--- src/rtl/sha256_host_if_if.sv ---
// -----------------------------------------------------------------------------
// sha256_host_if_if
// Bundles the three buses of the SHA-256 host driver into one interface:
//   upstream word stream   : s_valid, s_ready, s_data[31:0], s_last
//   core load/status port  : core_data[31:0], core_data_valid, core_first_block,
//                            core_last_block, core_busy, core_inner_busy,
//                            core_output_enable, core_digest_byte[7:0]
//   downstream digest port : m_valid, m_ready, m_digest[255:0]
// Modports:
//   master : the host driver (drives s_ready, core_* loads, m_valid/m_digest)
//   slave  : the surrounding environment (upstream source, core, sink)
// -----------------------------------------------------------------------------
interface sha256_host_if_if;
  logic         s_valid;
  logic         s_ready;
  logic [31:0]  s_data;
  logic         s_last;
  logic [31:0]  core_data;
  logic         core_data_valid;
  logic         core_first_block;
  logic         core_last_block;
  logic         core_busy;
  logic         core_inner_busy;
  logic         core_output_enable;
  logic [7:0]   core_digest_byte;
  logic         m_valid;
  logic         m_ready;
  logic [255:0] m_digest;

  modport master (
    input  s_valid, s_data, s_last,
    output s_ready,
    output core_data, core_data_valid, core_first_block, core_last_block,
    input  core_busy, core_inner_busy, core_output_enable, core_digest_byte,
    output m_valid, m_digest,
    input  m_ready
  );

  modport slave (
    output s_valid, s_data, s_last,
    input  s_ready,
    input  core_data, core_data_valid, core_first_block, core_last_block,
    output core_busy, core_inner_busy, core_output_enable, core_digest_byte,
    input  m_valid, m_digest,
    output m_ready
  );
endinterface

--- src/rtl/sha256_host_if.sv ---
// -----------------------------------------------------------------------------
// sha256_host_if
// Host-side driver for a SHA-256 core. Buffers 16 pre-padded words per block
// from the upstream stream, replays them to the core over 16 contiguous cycles
// with first/last-block strobes, waits for the core, collects the 32 digest
// bytes from the core's output window and hands the 256-bit digest downstream.
// Ports:
//   clk          : clock, rising edge
//   reset_n      : asynchronous active-low reset
//   bus          : sha256_host_if_if.master (stream, core and digest buses)
//   busy         : high in every state except IDLE
//   timeout_err  : one-cycle pulse when the core fails to respond in WAIT
// All outputs are flops loaded from the next-state values, so each output
// changes in the same cycle as the state it belongs to.
// -----------------------------------------------------------------------------
module sha256_host_if #(
  parameter int TIMEOUT_CYCLES = 255,
  parameter int TO_W           = 8
) (
  input  logic               clk,
  input  logic               reset_n,
  sha256_host_if_if.master   bus,
  output logic               busy,
  output logic               timeout_err
);

  typedef enum logic [2:0] {
    ST_IDLE    = 3'd0,
    ST_FILL    = 3'd1,
    ST_SEND    = 3'd2,
    ST_WAIT    = 3'd3,
    ST_CAPTURE = 3'd4,
    ST_DONE    = 3'd5
  } state_t;

  state_t          state_q, state_d;
  logic [3:0]      widx_q, widx_d;
  logic [3:0]      cnt_q, cnt_d;
  logic [TO_W-1:0] to_cnt_q, to_cnt_d;
  logic [4:0]      bcnt_q, bcnt_d;
  logic            first_pending_q, first_pending_d;
  logic            last_blk_q, last_blk_d;
  logic            seen_busy_q, seen_busy_d;
  logic [255:0]    digest_q, digest_d;
  logic [31:0]     buf_q [16];
  logic            buf_we_s;
  logic [7:0]      cap_byte_s;

  logic            s_ready_q;
  logic [31:0]     core_data_q;
  logic            core_data_valid_q;
  logic            core_first_q;
  logic            core_last_q;
  logic            m_valid_q;
  logic            busy_q;
  logic            timeout_err_q;

  // A byte missing from a short output window is taken as zero.
  assign cap_byte_s = bus.core_output_enable ? bus.core_digest_byte : 8'h00;

  // Next-state and datapath control for the block/digest sequencer.
  always_comb begin
    state_d         = state_q;
    widx_d          = widx_q;
    cnt_d           = cnt_q;
    to_cnt_d        = '0;
    bcnt_d          = bcnt_q;
    first_pending_d = first_pending_q;
    last_blk_d      = last_blk_q;
    seen_busy_d     = seen_busy_q;
    digest_d        = digest_q;
    buf_we_s        = 1'b0;

    case (state_q)
      ST_IDLE: begin
        if (!bus.core_busy) begin
          state_d = ST_FILL;
          widx_d  = 4'd0;
        end else begin
          state_d = ST_IDLE;
        end
      end

      ST_FILL: begin
        if (bus.s_valid) begin
          buf_we_s = 1'b1;
          widx_d   = widx_q + 4'd1;
          // s_last only has meaning alongside the block's final word.
          if (widx_q == 4'd15) begin
            last_blk_d = bus.s_last;
            state_d    = ST_SEND;
            cnt_d      = 4'd0;
          end else begin
            state_d = ST_FILL;
          end
        end else begin
          state_d = ST_FILL;
        end
      end

      ST_SEND: begin
        cnt_d = cnt_q + 4'd1;
        if (cnt_q == 4'd15) begin
          state_d         = ST_WAIT;
          first_pending_d = 1'b0;
          seen_busy_d     = 1'b0;
        end else begin
          state_d = ST_SEND;
        end
      end

      ST_WAIT: begin
        to_cnt_d = to_cnt_q + {{(TO_W-1){1'b0}}, 1'b1};
        // Timeout wins over any core progress seen in the same cycle.
        if (to_cnt_q == TO_W'(TIMEOUT_CYCLES)) begin
          state_d         = ST_IDLE;
          first_pending_d = 1'b1;
          widx_d          = 4'd0;
          to_cnt_d        = '0;
        end else if (last_blk_q) begin
          // The byte on the bus in the window's first cycle is digest byte 0.
          if (bus.core_output_enable) begin
            state_d  = ST_CAPTURE;
            digest_d = {digest_q[247:0], cap_byte_s};
            bcnt_d   = 5'd1;
          end else begin
            state_d = ST_WAIT;
          end
        end else begin
          // Leave only after the compression has been seen running and ended.
          if (bus.core_inner_busy) begin
            seen_busy_d = 1'b1;
            state_d     = ST_WAIT;
          end else if (seen_busy_q) begin
            state_d     = ST_FILL;
            widx_d      = 4'd0;
            seen_busy_d = 1'b0;
          end else begin
            state_d = ST_WAIT;
          end
        end
      end

      ST_CAPTURE: begin
        digest_d = {digest_q[247:0], cap_byte_s};
        bcnt_d   = bcnt_q + 5'd1;
        if (bcnt_q == 5'd31) begin
          state_d = ST_DONE;
        end else begin
          state_d = ST_CAPTURE;
        end
      end

      ST_DONE: begin
        if (bus.m_ready) begin
          state_d         = ST_IDLE;
          first_pending_d = 1'b1;
        end else begin
          state_d = ST_DONE;
        end
      end

      default: begin
        state_d = ST_IDLE;
      end
    endcase
  end

  // Sequencer state, counters and digest shift register.
  always_ff @(posedge clk or negedge reset_n) begin
    if (!reset_n) begin
      state_q         <= ST_IDLE;
      widx_q          <= 4'd0;
      cnt_q           <= 4'd0;
      to_cnt_q        <= '0;
      bcnt_q          <= 5'd0;
      first_pending_q <= 1'b1;
      last_blk_q      <= 1'b0;
      seen_busy_q     <= 1'b0;
      digest_q        <= 256'h0;
    end else begin
      state_q         <= state_d;
      widx_q          <= widx_d;
      cnt_q           <= cnt_d;
      to_cnt_q        <= to_cnt_d;
      bcnt_q          <= bcnt_d;
      first_pending_q <= first_pending_d;
      last_blk_q      <= last_blk_d;
      seen_busy_q     <= seen_busy_d;
      digest_q        <= digest_d;
    end
  end

  // Block buffer written one word per accepted upstream beat.
  always_ff @(posedge clk or negedge reset_n) begin
    if (!reset_n) begin
      for (int i = 0; i < 16; i++) begin
        buf_q[i] <= 32'h0;
      end
    end else if (buf_we_s) begin
      buf_q[widx_q] <= bus.s_data;
    end else begin
      buf_q[widx_q] <= buf_q[widx_q];
    end
  end

  // Output flops loaded from next-state values so they line up with state_q.
  always_ff @(posedge clk or negedge reset_n) begin
    if (!reset_n) begin
      s_ready_q         <= 1'b0;
      core_data_q       <= 32'h0;
      core_data_valid_q <= 1'b0;
      core_first_q      <= 1'b0;
      core_last_q       <= 1'b0;
      m_valid_q         <= 1'b0;
      busy_q            <= 1'b0;
      timeout_err_q     <= 1'b0;
    end else begin
      s_ready_q         <= (state_d == ST_FILL);
      core_data_valid_q <= (state_d == ST_SEND);
      core_data_q       <= (state_d == ST_SEND) ? buf_q[cnt_d] : 32'h0;
      core_first_q      <= (state_d == ST_SEND) && (cnt_d == 4'd0) && first_pending_d;
      core_last_q       <= (state_d == ST_SEND) && (cnt_d == 4'd0) && last_blk_d;
      m_valid_q         <= (state_d == ST_DONE);
      busy_q            <= (state_d != ST_IDLE);
      timeout_err_q     <= (state_d == ST_WAIT) && (to_cnt_d == TO_W'(TIMEOUT_CYCLES));
    end
  end

  assign bus.s_ready          = s_ready_q;
  assign bus.core_data        = core_data_q;
  assign bus.core_data_valid  = core_data_valid_q;
  assign bus.core_first_block = core_first_q;
  assign bus.core_last_block  = core_last_q;
  assign bus.m_valid          = m_valid_q;
  assign bus.m_digest         = digest_q;
  assign busy                 = busy_q;
  assign timeout_err          = timeout_err_q;

endmodule

--- src/flat_wrapper.sv ---
// flat-port wrapper written by rule: the top's interface ports become plain ports
module sha256_host_if_flat 
#(
  parameter int TIMEOUT_CYCLES = 255,
  parameter int TO_W           = 8
)
  (clk, reset_n, busy, timeout_err, bus_s_valid, bus_s_data, bus_s_last, bus_s_ready, bus_core_data, bus_core_data_valid, bus_core_first_block, bus_core_last_block, bus_core_busy, bus_core_inner_busy, bus_core_output_enable, bus_core_digest_byte, bus_m_valid, bus_m_digest, bus_m_ready);
  sha256_host_if_if bus_i ();
  input  logic clk;
  input  logic reset_n;
  output logic busy;
  output logic timeout_err;
  input wire logic [$bits(bus_i.s_valid)-1:0] bus_s_valid;
  input wire logic [$bits(bus_i.s_data)-1:0] bus_s_data;
  input wire logic [$bits(bus_i.s_last)-1:0] bus_s_last;
  output wire logic [$bits(bus_i.s_ready)-1:0] bus_s_ready;
  output wire logic [$bits(bus_i.core_data)-1:0] bus_core_data;
  output wire logic [$bits(bus_i.core_data_valid)-1:0] bus_core_data_valid;
  output wire logic [$bits(bus_i.core_first_block)-1:0] bus_core_first_block;
  output wire logic [$bits(bus_i.core_last_block)-1:0] bus_core_last_block;
  input wire logic [$bits(bus_i.core_busy)-1:0] bus_core_busy;
  input wire logic [$bits(bus_i.core_inner_busy)-1:0] bus_core_inner_busy;
  input wire logic [$bits(bus_i.core_output_enable)-1:0] bus_core_output_enable;
  input wire logic [$bits(bus_i.core_digest_byte)-1:0] bus_core_digest_byte;
  output wire logic [$bits(bus_i.m_valid)-1:0] bus_m_valid;
  output wire logic [$bits(bus_i.m_digest)-1:0] bus_m_digest;
  input wire logic [$bits(bus_i.m_ready)-1:0] bus_m_ready;
  assign bus_i.s_valid = bus_s_valid;
  assign bus_i.s_data = bus_s_data;
  assign bus_i.s_last = bus_s_last;
  assign bus_s_ready = bus_i.s_ready;
  assign bus_core_data = bus_i.core_data;
  assign bus_core_data_valid = bus_i.core_data_valid;
  assign bus_core_first_block = bus_i.core_first_block;
  assign bus_core_last_block = bus_i.core_last_block;
  assign bus_i.core_busy = bus_core_busy;
  assign bus_i.core_inner_busy = bus_core_inner_busy;
  assign bus_i.core_output_enable = bus_core_output_enable;
  assign bus_i.core_digest_byte = bus_core_digest_byte;
  assign bus_m_valid = bus_i.m_valid;
  assign bus_m_digest = bus_i.m_digest;
  assign bus_i.m_ready = bus_m_ready;
  sha256_host_if #(.TIMEOUT_CYCLES(TIMEOUT_CYCLES), .TO_W(TO_W)) u_core (.clk(clk), .reset_n(reset_n), .bus(bus_i), .busy(busy), .timeout_err(timeout_err));
endmodule
--- config.mk ---
export PLATFORM = sky130hd
export DESIGN_NAME = sha256_host_if_flat
export DESIGN_NICKNAME = d
export VERILOG_FILES = /design/src/rtl/sha256_host_if_if.sv /design/src/rtl/sha256_host_if.sv /design/src/flat_wrapper.sv
export SDC_FILE = /design/constraint.sdc
export NUM_CORES = 2
export LEC_CHECK = 0
export BUFFER_PORTS_ARGS = -buffer_cell sky130_fd_sc_hd__clkbuf_2
export CAP_MARGIN = 20
export CORE_ASPECT_RATIO = 1.4
export CORE_MARGIN = 4
export CORE_UTILIZATION = 40
export DETAILED_ROUTE_END_ITERATION = 8
export GPL_TIMING_DRIVEN = 0
export HOLD_SLACK_MARGIN = 0.03
export PLACE_DENSITY = 0.58
export SLEW_MARGIN = 25
export SYNTH_ARGS = -nofsm -noshare
export SYNTH_HDL_FRONTEND = slang
export SYNTH_SLANG_ARGS = --single-unit
export TNS_END_PERCENT = 5
--- constraint.sdc ---
create_clock -name clk -period 6.1 [get_ports clk]
set_input_delay 1.22 -clock clk [delete_from_list [all_inputs] [get_ports clk]]
set_output_delay 1.22 -clock clk [all_outputs]
set_load 0.02 [all_outputs]
==> results.md <==
* Slew Viols, Final at 0
* Die ar. at approximately 0.10 mm^2
* P_sw at 11.0 mW
* DP HPWL at 120000 um
* Clk Tree Root Cell: clkbuf_16
* First-pass GRT wire length at 247000 um
* Sequential power share at 33.1%
* GRT Total Usage at 32.5%
* P per Cell Area at 542 mW/mm^2
* Share of total power in the clock network at 22.1%
* Most common cell after layout, fill and taps aside: nand2_1
* Initial antenna violation count at 9
* Switching share of power at a little over two fifths
* Required time of the critical path at roughly 6600 ps
* Largest cells by area after synthesis: dfrtp_1 52%, nand2_1 12%, mux4_2 9.0%
* Largest fanout on the critical path at 10
* Post-layout nets at 4558
* Relative slew slack at 16.8%
* Crit start category: register
* M2 GR Usage at 51.4%
* Gr busiest metal: met2
* Mapped Cells at about 4100
* Clk slew on worst S/H paths at 70 ps
* Leak at 21.8 nW
* Global Route met3 Usage at 8.26%
* CTS Buffer Depth at 3
* Post-CTS setup buffers at 0
* Vias in the first global route at 35400
* Synth cell types at 62
* Via/cell ratio at approximately 6.1
* Fraction of layout cells with a size suffix above 1 at 18.6%
* Logic gate share of total power at 44.8%
* Final WS setup at 1710 ps
* Reg2Reg Setup Slack at 1710 ps
* Max-cap violations at 0
* Worst hold margin at approximately 470 ps
* Drt wl/cell at 29.3 um
* I/O pins at between 300 and 400
* Finished Layout Cells at 5893
* Port bufs at ~340
* Worst Skew at 33.5 ps
* Drc violations at 0
* Chip width at 275 um
* Final ANT Viol Nets at 0
* Pre-CTS worst setup slack at 1460 ps
* Reg2reg path depth at 11
* Worst Setup SP: u_core.widx_q[0]$_DFFE_PN0P_
* Cts hold-fix bufs at 0
* Worst hold path type: in -> async
* Final period demand of the worst path at 4390 ps
* Num rows at approximately 140
* Setup violations, final at 0
* Status: finished clean
* # clock sinks at 834
* Hold Fails Final Rpt at 0
* RR Startpoint: u_core.widx_q[0]$_DFFE_PN0P_
* Yosys reg bits at around 830
* Synth top area share at 52.3%
* Pint at 14.2 mW
* Congestion Overflow GR at 0
* CTS Buf Count at 87
* Gpl congestion at 0.981
* Worst EP arrival at ~5000 ps
* Cells after DPL at about 5700
* P&R area growth vs syn at 16.7%
* Met1 usage at about two fifths
* Crit path to: u_core.bus.core_data[21]$_DFF_PN0_
* Setup Crit Path Kind: reg -> reg
* Post-synth EDFFs at 0
* CTS tree: done
* Most frequent cells in the layout: 1252 x nand2_1, 833 x dfrtp_1, 353 x clkbuf_2, 313 x o21ai_0, 228 x clkbuf_1
* Setup crit end kind: register
* Synth Net Count at roughly 4100
* Synth area leader: dfrtp_1
* Initial core utilization at 40.4%
* Post-CTS resize count at 0
* Yosys warns at 0
* H-Tree Level Count at 3
* Finished Core Util at 47.2%
* First-pass detailed-route iteration total at 8
* Synth Flop Type: dfrtp_1
* Setup TNS at 0 ps
* Reg-to-reg endpoint: u_core.bus.core_data[21]$_DFF_PN0_
* Fmax at 228 MHz
* Cell area after synthesis at 0.0398 mm^2
* DRT iter0 DRCs at about 4300
* Die height at 381 um
* RSZ-0062 raised after global routing: no
* Core area at approximately 0.1 mm^2
* Post-synth ARST share at 100%
* Latest clock arrival within the worst-skew pair at 710 ps
* Via count at 35800
* Post-synthesis sequential area ratio at 52.4%
* Worst-Margin Slew at 1250 ps
* Largest net degree at the start of global routing at 80
* Fin crit share at just over 70%
* Syn_area_per_cell at 9.82 um^2
* Total wire length at 173000 um
* Worst VDD drop at 0.399 mV
[critical path, stage by stage, from the launching register on]
cell      delay [ps]
dfrtp_1          420
ha_1             210
buf_2            160
and3_1           330
a21oi_1          500
o22ai_1          340
inv_1            160
nand2_1           80
buf_2            290
clkbuf_2         460
a211o_1          410
a31oi_1          810
[sequential cells by signal, indices dropped and copies added, names as in the netlist, 3 cells and up]
register	flops
u_core.buf_q	512
u_core.widx_q	4
u_core.bus.m_digest	256
u_core.state_q	3
u_core.bus.core_data	32
u_core.to_cnt_q	8
u_core.bcnt_q	5
u_core.cnt_q	4
[kinds of logic (layout without fill, tap and decap cells)]
kind of cell	Yosys count	count (layout)	share of synthesized area, %
and+or+nand+nor	1594	1594	16.2
AOI/OAI and AO/OA	1041	1041	15.8
DFF	834	834	52.4
buffers and inverters	384	899	4.47
muxes	192	192	10.8
adders and majority gates	8	8	0.251
xor gates and xnor gates	7	7	0.154
other	0	7	0
[layout make-up]
| cell class | instances | area, um^2 |
|---|---|---|
| clock inverter | 39 | 440 |
| sequential | 834 | 20900 |
| clock buffer | 123 | 2480 |
| multi-input combinational | 2842 | 17200 |
| antenna | 7 | 17.5 |
| tap | 1311 | 1640 |
| inverter | 10 | 37.5 |
| fill | 9512 | 52000 |
| timing repair buffer | 353 | 2050 |
| buffer | 374 | 1770 |
[per-stage QoR]
| stage | total power, mW | cell area, um^2 |
|---|---|---|
| 6_report | 25.2 | 46500 |
| 3_5_place_dp | 19.2 | 43600 |
| 2_1_floorplan | 15.1 | 39800 |
| 4_1_cts | 24.8 | 46500 |
| 5_1_grt | 26.1 | 46500 |
| 3_3_place_gp | 19.0 | 43200 |
[per-layer routing]
layer	share of wire (%)	up-vias	wire length, um
met5	0.025	-	44
met4	8.5	6	14700
met3	9.7	738	16800
met2	46	2251	79900
met1	36	17700	61400
li1	-	15100	-
[power by group through the flow]
stage	combinational, mW	sequential, mW	clock (mW)
floorplan	7.18	7.90	0
CTS	10.9	8.27	5.62
global route	11.8	8.47	5.85
global placement	10.7	8.32	0
detailed placement	10.9	8.36	0
finish	11.3	8.36	5.57
[how the worst min path moves through the flow]
stage                                          from                              endpoint  slack, ps  cells past startpoint
6_report                                    reset_n     u_core.bus.core_data[1]$_DFF_PN0_        470                      1
4_1_cts                                     reset_n     u_core.bus.core_data[1]$_DFF_PN0_        470                      1
5_1_grt            u_core.first_pending_q$_DFF_PN1_      u_core.first_pending_q$_DFF_PN1_        490                      2
2_1_floorplan      u_core.first_pending_q$_DFF_PN1_      u_core.first_pending_q$_DFF_PN1_        440                      2
3_5_place_dp   u_core.bus.m_digest[255]$_DFFE_PN0P_  u_core.bus.m_digest[255]$_DFFE_PN0P_        460                      2
3_3_place_gp   u_core.bus.m_digest[248]$_DFFE_PN0P_  u_core.bus.m_digest[248]$_DFFE_PN0P_        450                      2
[cell usage after synthesis, types with 24 or more instances]
cell and count:
a211o_1 74, a211oi_1 80, a21oi_1 209, a22oi_1 24, a311oi_1 30, a32oi_1 66, and3_1 90, buf_2 84
buf_4 37, clkbuf_1 221, dfrtp_1 833, mux2i_4 31, mux4_2 160, nand2_1 1252, nand3_1 60, nor2_1 149
o21ai_0 313, o21ai_1 185
Note: power is estimated with default switching activity, not from simulation.
